[src/rtl/pong_engine.sv]
// Game-state engine for the 8x8 pong matrix: ball, paddles, scores and match flow.
// Define PONG_SPEEDUP_EN to make the ball speed up on each paddle hit.
module pong_engine #(
  parameter int unsigned TICK_DIV    = 4000000,
  parameter int unsigned PADDLE_DIV  = 2000000,
  parameter int unsigned CNT_W       = 24,
  parameter int unsigned WIN_SCORE   = 5,
  parameter int unsigned POINT_TICKS = 4
) (
  input  logic       clk,
  input  logic       rst_n,
  input  logic       start,
  input  logic       btn_top_l,
  input  logic       btn_top_r,
  input  logic       btn_down_l,
  input  logic       btn_down_r,
  output logic [2:0] x_pos,
  output logic [2:0] y_pos,
  output logic [2:0] player_top,
  output logic [2:0] player_down,
  output logic [3:0] score_top,
  output logic [3:0] score_down,
  output logic       game_over
);

  localparam int unsigned PT_W = (POINT_TICKS < 2) ? 1 : $clog2(POINT_TICKS);

  typedef enum logic [2:0] {
    S_IDLE,
    S_SERVE,
    S_PLAY,
    S_POINT,
    S_OVER
  } state_t;

  state_t           state, state_nxt;
  logic [CNT_W-1:0] ball_cnt, ball_cnt_nxt;
  logic [CNT_W-1:0] pad_cnt, pad_cnt_nxt;
  logic [CNT_W-1:0] ball_wrap;
  logic [PT_W-1:0]  pt_cnt, pt_cnt_nxt;
  logic [2:0]       x_nxt, y_nxt, pt_nxt, pd_nxt;
  logic [3:0]       st_nxt, sd_nxt;
  logic             go_nxt;
  // Direction bits: 1 means +1 (right / down), 0 means -1.
  logic             dx, dx_nxt, dy, dy_nxt;
  logic             top_scored, top_scored_nxt;
  logic             active, ball_tick, pad_tick;
  logic             dx_eff, pad_hit;
  logic [2:0]       nx;

`ifdef PONG_SPEEDUP_EN
  logic [1:0]       level, level_nxt;
  logic [CNT_W-1:0] ball_div;

  always_comb begin
    ball_div  = CNT_W'(TICK_DIV) >> level;
    ball_wrap = (ball_div > CNT_W'(1)) ? ball_div - CNT_W'(1) : CNT_W'(1);
  end
`else
  assign ball_wrap = CNT_W'(TICK_DIV - 1);
`endif

  assign active    = (state == S_SERVE) || (state == S_PLAY) || (state == S_POINT);
  assign ball_tick = active && (ball_cnt == ball_wrap);
  assign pad_tick  = active && (pad_cnt == CNT_W'(PADDLE_DIV - 1));

  // Wall bounce flips dx before the step, so a ball in a corner column reverses in place.
  assign dx_eff = ((x_pos == 3'd0) && !dx) || ((x_pos == 3'd7) && dx) ? ~dx : dx;
  assign nx     = dx_eff ? x_pos + 3'd1 : x_pos - 3'd1;

  always_comb begin
    state_nxt      = state;
    ball_cnt_nxt   = '0;
    pad_cnt_nxt    = '0;
    pt_cnt_nxt     = pt_cnt;
    x_nxt          = x_pos;
    y_nxt          = y_pos;
    pt_nxt         = player_top;
    pd_nxt         = player_down;
    st_nxt         = score_top;
    sd_nxt         = score_down;
    go_nxt         = game_over;
    dx_nxt         = dx;
    dy_nxt         = dy;
    top_scored_nxt = top_scored;
    pad_hit        = 1'b0;
`ifdef PONG_SPEEDUP_EN
    level_nxt      = level;
`endif

    if (active) begin
      ball_cnt_nxt = ball_tick ? '0 : ball_cnt + CNT_W'(1);
      pad_cnt_nxt  = pad_tick  ? '0 : pad_cnt  + CNT_W'(1);
    end

    if (pad_tick) begin
      if (btn_top_l && !btn_top_r && (player_top != 3'd0))
        pt_nxt = player_top - 3'd1;
      else if (btn_top_r && !btn_top_l && (player_top != 3'd6))
        pt_nxt = player_top + 3'd1;
      if (btn_down_l && !btn_down_r && (player_down != 3'd0))
        pd_nxt = player_down - 3'd1;
      else if (btn_down_r && !btn_down_l && (player_down != 3'd6))
        pd_nxt = player_down + 3'd1;
    end

    case (state)
      S_IDLE, S_OVER: begin
        if (start) begin
          state_nxt = S_SERVE;
          st_nxt    = '0;
          sd_nxt    = '0;
          go_nxt    = 1'b0;
          dx_nxt    = 1'b1;
          dy_nxt    = 1'b1;
          x_nxt     = 3'd3;
          y_nxt     = 3'd3;
        end
      end

      S_SERVE: begin
        x_nxt = 3'd3;
        y_nxt = 3'd3;
`ifdef PONG_SPEEDUP_EN
        level_nxt = '0;
`endif
        if (ball_tick)
          state_nxt = S_PLAY;
      end

      S_PLAY: begin
        if (ball_tick) begin
          dx_nxt = dx_eff;
          x_nxt  = nx;
          // Hit tests read the paddle registers, i.e. the value before this edge's move.
          if ((y_pos == 3'd6) && dy) begin
            if ((nx == player_down) || (nx == player_down + 3'd1)) begin
              dy_nxt  = 1'b0;
              y_nxt   = 3'd5;
              pad_hit = 1'b1;
            end else begin
              y_nxt          = 3'd7;
              st_nxt         = score_top + 4'd1;
              top_scored_nxt = 1'b1;
              pt_cnt_nxt     = '0;
              state_nxt      = S_POINT;
            end
          end else if ((y_pos == 3'd1) && !dy) begin
            if ((nx == player_top) || (nx == player_top + 3'd1)) begin
              dy_nxt  = 1'b1;
              y_nxt   = 3'd2;
              pad_hit = 1'b1;
            end else begin
              y_nxt          = 3'd0;
              sd_nxt         = score_down + 4'd1;
              top_scored_nxt = 1'b0;
              pt_cnt_nxt     = '0;
              state_nxt      = S_POINT;
            end
          end else begin
            y_nxt = dy ? y_pos + 3'd1 : y_pos - 3'd1;
          end
        end
      end

      S_POINT: begin
        if (ball_tick) begin
          if (pt_cnt == PT_W'(POINT_TICKS - 1)) begin
            pt_cnt_nxt = '0;
            if ((top_scored ? score_top : score_down) == 4'(WIN_SCORE)) begin
              state_nxt = S_OVER;
              go_nxt    = 1'b1;
            end else begin
              // Serve heads toward whoever lost the point.
              state_nxt = S_SERVE;
              x_nxt     = 3'd3;
              y_nxt     = 3'd3;
              dx_nxt    = 1'b1;
              dy_nxt    = top_scored;
            end
          end else begin
            pt_cnt_nxt = pt_cnt + PT_W'(1);
          end
        end
      end

      default: state_nxt = S_IDLE;
    endcase

`ifdef PONG_SPEEDUP_EN
    if (pad_hit && (level != 2'd3))
      level_nxt = level + 2'd1;
`endif
  end

  always_ff @(posedge clk or negedge rst_n) begin
    if (!rst_n) begin
      state       <= S_IDLE;
      ball_cnt    <= '0;
      pad_cnt     <= '0;
      pt_cnt      <= '0;
      x_pos       <= 3'd3;
      y_pos       <= 3'd3;
      player_top  <= 3'd3;
      player_down <= 3'd3;
      score_top   <= '0;
      score_down  <= '0;
      game_over   <= 1'b0;
      dx          <= 1'b1;
      dy          <= 1'b1;
      top_scored  <= 1'b0;
`ifdef PONG_SPEEDUP_EN
      level       <= '0;
`endif
    end else begin
      state       <= state_nxt;
      ball_cnt    <= ball_cnt_nxt;
      pad_cnt     <= pad_cnt_nxt;
      pt_cnt      <= pt_cnt_nxt;
      x_pos       <= x_nxt;
      y_pos       <= y_nxt;
      player_top  <= pt_nxt;
      player_down <= pd_nxt;
      score_top   <= st_nxt;
      score_down  <= sd_nxt;
      game_over   <= go_nxt;
      dx          <= dx_nxt;
      dy          <= dy_nxt;
      top_scored  <= top_scored_nxt;
`ifdef PONG_SPEEDUP_EN
      level       <= level_nxt;
`endif
    end
  end

endmodule

[config.mk]
export PLATFORM = sky130hd
export DESIGN_NAME = pong_engine
export DESIGN_NICKNAME = d
export VERILOG_FILES = /design/src/rtl/pong_engine.sv
export SDC_FILE = /design/constraint.sdc
export NUM_CORES = 1
export LEC_CHECK = 0
export ABC_CLOCK_PERIOD_IN_PS = 6890
export CAP_MARGIN = 10
export CORE_MARGIN = 2
export CORE_UTILIZATION = 60
export DETAILED_ROUTE_END_ITERATION = 6
export PLACE_DENSITY = 0.85
export SYNTH_ARGS = -nofsm -noshare
export SYNTH_HDL_FRONTEND = slang
export SYNTH_SLANG_ARGS = --single-unit
[constraint.sdc]
create_clock -name clk -period 6.89 [get_ports clk]
set_input_delay 1.378 -clock clk [delete_from_list [all_inputs] [get_ports clk]]
set_output_delay 1.378 -clock clk [all_outputs]
set_load 0.01 [all_outputs]
==> metrics.md <==
| Metric | Value |
|---|---|
| Outcome | `complete, no violations` |
| # diodes | `0` |
| R2R Path End | `pt_cnt[0]` |
| Final cycle utilization of the critical path | `0.448` |
| Highest Clock Rate | `324 MHz` |
| Worst r2r path cells | `11` |
| Hold endpoint | `pad_cnt[0]` |
| Slew Limit Fails | `0` |
| CP startpoint | `x_pos[1]` |
| DRT Wirelength | `9500 um` |
| Area Overhead vs Synth | `12.4%` |
| Count leader, synth | `dfrtp_1` |
| Adder-Cell Fraction of Synth Area | `0.0512` |
| FF-to-FF Start | `x_pos[1]` |
| Setup crit start kind | `register` |
| Crit Path Max Fanout | `8` |
| Total Nets Final | `526` |
| DRT Pass-1 Iters | `4` |
| Worst hold start | `pad_cnt[0]` |
| Share of layout cells above drive strength 1 | `0.0949` |
| Most used routing layer | `met2` |
| Routed len/inst | `15.7 um` |
| Via count | `3587` |
| Complex-gate fraction of the synthesized area | `0.124` |
| Met2 GRT Util | `0.422` |
| Mapped Area | `0.00454 mm^2` |
| WP data required | `7130 ps` |
| Final Non-Filler Cells | `605` |
| DP HPWL | `6340 um` |
| CTS max path bufs | `2` |
| Hold Path Class | `register to register` |
| Post-Synth Simple-Gate Area | `0.227` |
| Unrepaired setup endpoints after global routing | `false` |
| Setup bufs post-CTS | `0` |
| Vias in the first global route | `3602` |
| H-tree Lvls | `3` |
| Synth Flop Type | `dfrtp_1` |
| Top cells by area, synth | `dfrtp_1, dfstp_2, xnor2_1, nor2_1, xor2_1` |
| Dpl cells | `589` |
| Buffers on Ports | `27` |
| Die Y | `91.0 um` |
| First-pass GRT wire length | `16700 um` |
| Clock transition at path regs | `80 ps` |
| CORE AREA | `0.00729 mm^2` |
| Switching Share | `0.208` |
| Synth cell types | `71` |
| Slew @ Worst Pin | `968 ps` |
| Sequential fraction of the synthesis area | `0.427` |
| Initial Utilization | `0.623` |
| Met1 usage | `0.311` |
| Area leader, netlist | `dfrtp_1` |
| Net count after synthesis | `503` |
| Final setup fails | `0` |
| Max IR drop VDD | `88.5 uV` |
| Largest net degree at the start of global routing | `78` |
| R2R Setup Slk | `3810 ps` |
| Die Area | `0.00828 mm^2` |
| Int Power | `0.719 mW` |
| Clock sinks | `77` |
| Max Clock Skew | `10.7 ps` |
| Die W | `91.0 um` |
| GRT Overall Usage | `0.244` |
| Reported max-cap violation count | `0` |
| Filler instances | `570` |
| Vias per inst | `5.93` |
| Largest family of logic cells by synthesized area | `simple AND/OR/NAND/NOR gates` |
| Remaining antenna violation count | `0` |
| Max-slew headroom | `0.355` |
| Final Hold Fails | `0` |
| Worst setup path class | `register to register` |
| EDFF count, synth | `0` |
| Type of element capturing the critical path | `register` |
| Worst Hold Depth | `1` |
| # rows | `31` |
| Avg Cell Area, Syn | `9.50 um^2` |
| Synth top area share | `0.369` |
| CTS tree | `done` |
| Mux cell area share after synthesis | `0.0295` |
| CTS Hold Bufs | `0` |
| Synth cell count leaders | `dfrtp_1, nor2_1, nand2_1, xnor2_1` |
| Global route overflow | `0` |
| Cell area power density | `178 mW/mm^2` |
| Routability cong. | `0.840` |
| XOR/XNOR share of the synthesized area | `0.106` |
| Drt drc | `0` |
| Clock period minus worst slack | `3080 ps` |
| Synth warn | `0` |
| CTS Buf Count | `9` |
| GR Layer Usage met3 | `0.0324` |
| DRT iter0 DRCs | `238` |
| Power Total | `0.908 mW` |
| Yosys reg bits | `77` |
| Power share of the combinational group | `0.039` |
| CP arrival | `3320 ps` |
| Sum Neg Setup Slack | `0 ps` |
| Clock Power Share | `0.457` |
| Cell count after synthesis | `478` |
| Asr flop ratio synth | `1.00` |
| Io pins | `28` |
| Net switching power | `0.189 mW` |
| Post-CTS Resized | `0` |
| CTS Root Cell | `clkbuf_8` |
| Leakage | `2.21 nW` |
| Seq pwr share | `0.504` |
| Skew-Pair Late Insertion Delay | `350 ps` |
| Initial antenna violation count | `0` |
sequential cells by signal, summed over array words and instances (netlist names):
signal,count
dx,1
score_down,4
score_top,4
pt_cnt,2
player_down,3
pad_cnt,24
y_pos,3
x_pos,3
game_over,1
top_scored,1
ball_cnt,24
player_top,3
state,3
dy,1
kinds of logic after synthesis:
group,count (synthesis)
AOI/OAI and AO/OA,80
DFF,77
buffers and inverters,39
adders and majority gates,18
xor gates and xnor gates,54
muxes,11
and+or+nand+nor,199
placed cells by master (no fill, tap or decap), drive strengths merged, types with 3 or more instances in the layout:
cell type and n:
dfrtp 67, bufinv 3, a21oi 16, o21a 3
inv 24, clkdlybuf4s50 26, and3 10, or3 9
o311ai 3, xnor2 28, and4 6, o31ai 3
nand3 27, mux2i 5, dfstp 10, mux2 6
nor4 7, o21ai 18, a21boi 3, clkbuf 12
ha 17, nor2 62, xor2 26, nor3 12
nand2 41, a31oi 9, nand2b 6, nand4 8
routing by layer:
metal	part of all wire	vias up
met5	0	-
met4	0.021	0
met3	0.034	17
met2	0.50	88
li1	-	1726
met1	0.44	1756
power groups by stage:
stage | Clock [mW] | Sequential, mW | Combinational, mW
detailed placement | 0 | 0.466 | 0.0365
global placement | 0 | 0.466 | 0.0350
floorplan | 0 | 0.467 | 0.0160
global route | 0.434 | 0.458 | 0.0403
CTS | 0.418 | 0.458 | 0.0367
finish | 0.415 | 0.458 | 0.0358
final cells by class:
| class | instances | area, um^2 | share of cell area |
|---|---|---|---|
| multi-input cells | 362 | 2440 | 0.479 |
| flip-flops and latches | 77 | 1940 | 0.380 |
| repair buffers | 27 | 268 | 0.0524 |
| clock buffers | 12 | 145 | 0.0284 |
| well taps | 99 | 124 | 0.0243 |
| clock inverters | 4 | 95.1 | 0.0186 |
| inverters | 24 | 90.1 | 0.0176 |
through the flow:
step | util | cell area, um^2 | setup slack [ps] | hold WS (ps)
2_1_floorplan | - | 4540 | 4030 | 424
3_3_place_gp | 0.667 | 4870 | 3750 | 434
3_5_place_dp | 0.667 | 4870 | 3710 | 445
4_1_cts | 0.700 | 5110 | 3820 | 455
5_1_grt | 0.700 | 5110 | 3520 | 477
6_report | 0.700 | 5110 | 3810 | 451
how the worst max path moves through the flow:
stage | to | slack, ps
after floorplan | score_top[3] | 4030
after global placement | x_pos[2] | 3750
after detailed placement | x_pos[2] | 3710
after CTS | pt_cnt[0] | 3820
after global routing | score_down[2] | 3520
final | pt_cnt[0] | 3810
critical path: stages (launching register included):
cell and delay, ps:
dfstp_2 610, nor2_1 70, nor2_1 90, nor2_1 50, a21oi_1 200, fa_1 570
xor2_1 200, nor2_1 60, a311oi_2 360, mux2i_4 190, a31oi_2 240, mux2_1 340
No activity file was read; power rests on OpenSTA's default activity.
